--- config.mk ---
export PLATFORM = sky130hd
export DESIGN_NAME = nios_fprint_oci_dct_capture
export DESIGN_NICKNAME = d
export VERILOG_FILES = /design/src/rtl/nios_fprint_oci_pkg.sv /design/src/rtl/nios_fprint_oci_dct_fifo.sv /design/src/rtl/nios_fprint_oci_dct_capture.sv
export SDC_FILE = /design/constraint.sdc
export NUM_CORES = 1
export LEC_CHECK = 0
export BUFFER_PORTS_ARGS = -buffer_cell sky130_fd_sc_hd__buf_2
export CAP_MARGIN = 20
export CORE_AREA = 5 5 202 204
export DETAILED_ROUTE_END_ITERATION = 8
export DIE_AREA = 0 0 207 209
export GPL_TIMING_DRIVEN = 0
export PLACE_DENSITY = 0.76
export SLEW_MARGIN = 25
export SYNTH_ARGS = -nofsm -noshare
export SYNTH_HDL_FRONTEND = slang
export SYNTH_SLANG_ARGS = --single-unit
--- constraint.sdc ---
create_clock -name clk -period 7.8 [get_ports clk]
set_input_delay 1.56 -clock clk [delete_from_list [all_inputs] [get_ports clk]]
set_output_delay 1.56 -clock clk [all_outputs]
set_load 0.01 [all_outputs]
--- src/rtl/nios_fprint_oci_pkg.sv ---
// ---------------------------------------------------------------------------
// nios_fprint_oci_pkg
// Shared definitions for the OCI debug-capture-trace (DCT) capture block:
//   - state_t      : capture/test-end sequencer states (RUN/FLUSH/DRAIN/DONE)
//   - entry_width  : width of one FIFO entry, {count, buffer}
//   - is_pow2      : FIFO depth legality check (power of two, at least 2)
// ---------------------------------------------------------------------------
package nios_fprint_oci_pkg;

    typedef enum logic [1:0] {
        ST_RUN   = 2'd0,
        ST_FLUSH = 2'd1,
        ST_DRAIN = 2'd2,
        ST_DONE  = 2'd3
    } state_t;

    function automatic int entry_width(input int cnt_w, input int dct_w);
        return cnt_w + dct_w;
    endfunction

    function automatic bit is_pow2(input int n);
        return (n >= 2) && ((n & (n - 1)) == 0);
    endfunction

endpackage

--- src/rtl/nios_fprint_oci_dct_fifo.sv ---
// ---------------------------------------------------------------------------
// nios_fprint_oci_dct_fifo
// Synchronous FIFO holding captured DCT frames.
//   clk, reset     : clock, synchronous active-high reset
//   push, push_data: write request and entry
//   pop_data       : oldest entry (zero while empty)
//   pop_valid      : FIFO non-empty
//   pop_ready      : consumer takes pop_data this cycle
//   level          : occupancy, 0..DEPTH
//   drop           : push refused because the FIFO is full and not popping
// A push into a full FIFO succeeds when a pop happens in the same cycle.
// ---------------------------------------------------------------------------
module nios_fprint_oci_dct_fifo
    import nios_fprint_oci_pkg::*;
#(
    parameter int WIDTH = 34,
    parameter int DEPTH = 16
) (
    input  logic                     clk,
    input  logic                     reset,
    input  logic                     push,
    input  logic [WIDTH-1:0]         push_data,
    output logic [WIDTH-1:0]         pop_data,
    output logic                     pop_valid,
    input  logic                     pop_ready,
    output logic [$clog2(DEPTH):0]   level,
    output logic                     drop
);

    localparam int PTR_W = $clog2(DEPTH);
    localparam logic [PTR_W:0] FULL_CNT = (PTR_W + 1)'(DEPTH);

    logic [WIDTH-1:0] mem [DEPTH];
    logic [PTR_W-1:0] wr_ptr;
    logic [PTR_W-1:0] rd_ptr;
    logic [PTR_W:0]   count;

    logic empty;
    logic full;
    logic pop_fire;
    logic push_ok;

    assign empty    = (count == '0);
    assign full     = (count == FULL_CNT);
    assign pop_fire = pop_valid && pop_ready;
    // Pop-first: a pop in the same cycle frees the slot the push needs.
    assign push_ok  = push && (!full || pop_fire);
    assign drop     = push && full && !pop_fire;

    assign pop_valid = !empty;
    assign pop_data  = empty ? '0 : mem[rd_ptr];
    assign level     = count;

    // NOTE: sequential state uses non-blocking assignments so every register
    // samples pre-edge values regardless of statement order.
    always_ff @(posedge clk) begin
        if (reset) begin
            wr_ptr <= '0;
            rd_ptr <= '0;
            count  <= '0;
        end else begin
            if (push_ok)  wr_ptr <= wr_ptr + 1'b1;
            if (pop_fire) rd_ptr <= rd_ptr + 1'b1;
            case ({push_ok, pop_fire})
                2'b10:   count <= count + 1'b1;
                2'b01:   count <= count - 1'b1;
                default: count <= count;
            endcase
        end
    end

    // NOTE: the storage array is deliberately not reset; count alone decides
    // which entries are live, and the empty gate above hides stale data.
    always_ff @(posedge clk) begin
        if (push_ok) mem[wr_ptr] <= push_data;
    end

endmodule

--- src/rtl/nios_fprint_oci_dct_capture.sv ---
// ---------------------------------------------------------------------------
// nios_fprint_oci_dct_capture
// Captures completed (wrapped) and flushed DCT trace frames into a FIFO and
// sequences the end-of-test handshake.
//   clk, reset      : clock, synchronous active-high reset
//   dct_buffer      : packed trace frame under construction
//   dct_count       : valid slots in dct_buffer
//   test_ending     : level; a rising edge requests a partial-frame flush
//   test_has_ended  : level; producer stopped
//   out_data        : {count, buffer} of the oldest entry
//   out_valid       : FIFO non-empty
//   out_ready       : consumer accepts out_data
//   fill_level      : FIFO occupancy
//   overflow        : sticky frame-dropped flag
//   overflow_count  : saturating dropped-frame counter
//   state           : RUN=0, FLUSH=1, DRAIN=2, DONE=3
//   test_done       : FIFO drained after test_has_ended
// ---------------------------------------------------------------------------
module nios_fprint_oci_dct_capture
    import nios_fprint_oci_pkg::*;
#(
    parameter int DCT_W = 30,
    parameter int CNT_W = 4,
    parameter int DEPTH = 16,
    parameter int OVF_W = 8
) (
    input  logic                                   clk,
    input  logic                                   reset,
    input  logic [DCT_W-1:0]                       dct_buffer,
    input  logic [CNT_W-1:0]                       dct_count,
    input  logic                                   test_ending,
    input  logic                                   test_has_ended,
    output logic [entry_width(CNT_W, DCT_W)-1:0]   out_data,
    output logic                                   out_valid,
    input  logic                                   out_ready,
    output logic [$clog2(DEPTH):0]                 fill_level,
    output logic                                   overflow,
    output logic [OVF_W-1:0]                       overflow_count,
    output logic [1:0]                             state,
    output logic                                   test_done
);

    localparam int ENTRY_W = entry_width(CNT_W, DCT_W);

    if (!is_pow2(DEPTH)) begin : g_depth_check
        $error("DEPTH must be a power of two and at least 2");
    end

    state_t             cur_state;
    logic [CNT_W-1:0]   prev_count;
    logic [DCT_W-1:0]   prev_buffer;
    logic               test_ending_d;

    logic               wrap_hit;
    logic               flush_hit;
    logic               push;
    logic [ENTRY_W-1:0] push_data;
    logic               drop;

    // A frame completes when the fill count falls back to zero; the frame
    // content is what was registered the cycle before.
    assign wrap_hit  = (cur_state == ST_RUN) && (prev_count != '0) && (dct_count == '0);
    // The flush takes whatever partial frame is live during the FLUSH cycle.
    assign flush_hit = (cur_state == ST_FLUSH) && (dct_count != '0);
    assign push      = wrap_hit || flush_hit;
    assign push_data = flush_hit ? {dct_count, dct_buffer} : {prev_count, prev_buffer};

    assign state = cur_state;

    nios_fprint_oci_dct_fifo #(
        .WIDTH (ENTRY_W),
        .DEPTH (DEPTH)
    ) u_fifo (
        .clk       (clk),
        .reset     (reset),
        .push      (push),
        .push_data (push_data),
        .pop_data  (out_data),
        .pop_valid (out_valid),
        .pop_ready (out_ready),
        .level     (fill_level),
        .drop      (drop)
    );

    always_ff @(posedge clk) begin
        if (reset) begin
            cur_state     <= ST_RUN;
            test_done     <= 1'b0;
            prev_count    <= '0;
            prev_buffer   <= '0;
            test_ending_d <= 1'b0;
        end else begin
            prev_count    <= dct_count;
            prev_buffer   <= dct_buffer;
            test_ending_d <= test_ending;
            case (cur_state)
                ST_RUN: begin
                    if (test_ending && !test_ending_d) cur_state <= ST_FLUSH;
                end
                ST_FLUSH: begin
                    cur_state <= ST_DRAIN;
                end
                ST_DRAIN: begin
                    if (test_has_ended && (fill_level == '0)) begin
                        cur_state <= ST_DONE;
                        test_done <= 1'b1;
                    end
                end
                default: begin
                    // DONE is terminal until reset.
                    cur_state <= ST_DONE;
                end
            endcase
        end
    end

    always_ff @(posedge clk) begin
        if (reset) begin
            overflow       <= 1'b0;
            overflow_count <= '0;
        end else if (drop) begin
            overflow <= 1'b1;
            if (overflow_count != '1) overflow_count <= overflow_count + 1'b1;
        end
    end

endmodule
==> metrics <==
post-synthesis sequential area ratio=75.34%; Initial Util=59.82%; crit end category=output pin; initial antenna violation count=0; slew margin rel.=28.16%; top_reg_cell synth=edfxtp_1; RSZ-0062 raised after global routing=no; number of diodes=0; Total Nets Final=1427; Place WS=2713 ps; I/O pin count=91; crit path DAT=3960 ps; class of the worst hold path=flip-flop to flip-flop; crit path kind=flip-flop to output pin; CTS root buf=clkbuf_16; hold depth=2; final WL=53090 µm; worst-path fanout max=10; post-cts hold buffer count=0; Worst-Margin Slew=1078 ps; H-tree depth=2; Logic pwr share=21.0%; CTS buffer count=58; Via density=6.249; commonest cells after routing, fill and taps aside=edfxtp_1, mux4_2, buf_2; fill cell count=2516; max_cap viols=0; clk sinks=608; fin worst setup slack=2279 ps; final setup fails=0; core area=0.03909 mm²; area grow syn2layout=14.71%; post-layout min period=5521 ps; number of flops mapped to enable cells by yosys=544; CTS Buffer Depth=3; overall die height=209 µm; HPWL after DPL=31170 µm; Sw Share=27.00%; die area=0.04326 mm²; Seq pwr share=44.8%; number of synthesized register bits=608; Worst-Skew Late Latency=630 ps; synthesized area=0.02338 mm²; Reg2Reg Depth=13; First-pass DRT Iterations=5; Syn Inst Count=1193; Worst Skew=33.49 ps; Internal=0.006038 W; Psw=0.002234 W; vias in the first global route=12600; maximum VDD drop=0.2070 mV; GP Congestion=0.7749; WHS=462.7 ps; Leakage=8.796 nW; Total GRT Usage=24.56%; Vias=12210; most common cell after layout, fill and taps aside=edfxtp_1; Resize count post-CTS=0; outcome=completed; synth warn=0; post-synth cell types=42; I/O Buffers=89; Placed Area=0.02489 mm²; Post-DRT Antenna Nets=0; async set or reset register ratio after synthesis=0%; CP Launch Type=flip-flop; P per Cell Area=308.4 mW/mm²; Finished Cell Area=0.02682 mm²; postcts setup bufs=0; Final Hold Vio Count=0; clock power share=34.2%; clock slew at reported path FFs=60 ps; Core Rows=73; GR Overflow Total=0; Final Max Slew Viols=0; Fmax=0.1811 GHz; Avg Cell Area, Syn=19.60 µm²; WL per Instance=27.17 µm; fin crit share=70.79%; initial drt markers=1492; worst path required time=6240 ps; largest net degree at the start of global routing=35; Mapped Nets=1241; CTS tree=yes; layout cells sized above 1=27.29%; Die Width=207 µm; # DRC=0; first-pass GRT wire length=78700 µm
[power groups by stage]
stage | Clock [W] | Sequential, W | Combinational [W]
2_1_floorplan | 0 | 0.00377 | 0.00115
3_3_place_gp | 0 | 0.00378 | 0.00169
3_5_place_dp | 0 | 0.00378 | 0.00173
4_1_cts | 0.00286 | 0.00371 | 0.00175
5_1_grt | 0.00301 | 0.00371 | 0.00187
6_report | 0.00283 | 0.00371 | 0.00174
[layer usage]
| layer | vias up | wire length [µm] | global-route usage, % |
|---|---|---|---|
| met1 | 6311 | 20370 | 33.59 |
| li1 | 5155 | - | - |
| met5 | - | 0 | 0 |
| met2 | 642 | 26650 | 40.57 |
| met3 | 102 | 4457 | 5.134 |
| met4 | 0 | 1614 | 7.843 |
[stage by stage]
step | utilization, % | instances | total power (W) | TNS (ps)
after global routing | 68.61 | 1954 | 0.008586 | 0
after detailed placement | 63.67 | 1844 | 0.005509 | 0
after CTS | 68.61 | 1954 | 0.008312 | 0
after floorplan | - | 1193 | 0.004923 | 0
final | 68.61 | 1954 | 0.008272 | 0
after global placement | 62.64 | 1807 | 0.005470 | -357290
[worst max-delay path, stage by stage (launching register included)]
cell and delay [ps]:
dfxtp_1 310, clkbuf_1 650, clkbuf_1 650, clkbuf_1 670
mux4_2 420, mux2i_1 290, o22ai_1 150, buf_2 190
[registers in the layout, summed over array words and instances, names as in the netlist, named ones only]
name and flops:
u_fifo.mem 544, prev_buffer 30, overflow_count 8, u_fifo.level 5
prev_count 4, u_fifo.rd_ptr 4, u_fifo.wr_ptr 4, state 2
overflow 1, test_done 1, test_ending_d 1
[final cells by class]
type	instances	area, µm²	share of cell area (%)
Multi-Input combinational cell	508	5528	20.61
Buffer	65	271.5	1.012
Inverter	12	45.04	0.1679
Sequential cell	608	17620	65.68
Clock inverter	30	337.8	1.259
Timing Repair Buffer	126	773.2	2.883
Tap cell	525	656.9	2.449
Clock buffer	80	1594	5.943
[path summary, 6_finish.rpt]
kind / from / to / slack, ps
max: flip-flop / out_data[20] / 2280
min: overflow$_SDFFE_PP0P_ / overflow$_SDFFE_PP0P_ / 460
max reg2reg: state[0]$_SDFFE_PP0P_ / u_fifo.level[4]$_SDFFE_PP0P_ / 4070
min reg2reg: overflow$_SDFFE_PP0P_ / overflow$_SDFFE_PP0P_ / 460
[synth_stat cells (2+ instances only)]
cell type / count / area share [%]
a21oi_1: 11 / 0.24
a22o_1: 2 / 0.075
a31oi_1: 2 / 0.053
and2_1: 9 / 0.24
and3_1: 3 / 0.080
buf_1: 7 / 0.11
buf_2: 14 / 0.30
clkbuf_1: 43 / 0.69
dfxtp_1: 64 / 5.5
edfxtp_1: 544 / 70
ha_1: 9 / 0.48
inv_1: 12 / 0.19
mux2i_1: 71 / 3.0
mux4_2: 136 / 13
nand2_1: 104 / 1.7
nand2b_1: 2 / 0.053
nand3_1: 5 / 0.11
nor2_1: 23 / 0.37
nor2b_1: 40 / 1.1
nor3b_1: 3 / 0.096
nor4_1: 6 / 0.16
o211ai_1: 2 / 0.064
o21ai_0: 9 / 0.19
o22ai_1: 36 / 0.96
or2_2: 2 / 0.053
or3_1: 8 / 0.21
xnor2_1: 4 / 0.15
xor2_1: 8 / 0.30
[cell families after synthesis]
family                     Yosys count  share of synthesized area (%)
DFF                                608                          75.34
and+or+nand+nor                    209                          4.313
muxes                              208                          16.19
buffers and inverters               77                          1.343
AOI/OAI and AO/OA                   70                          1.889
xor gates and xnor gates            12                         0.4495
adders and majority gates            9                         0.4816
No activity file was read; power rests on OpenSTA's default activity.
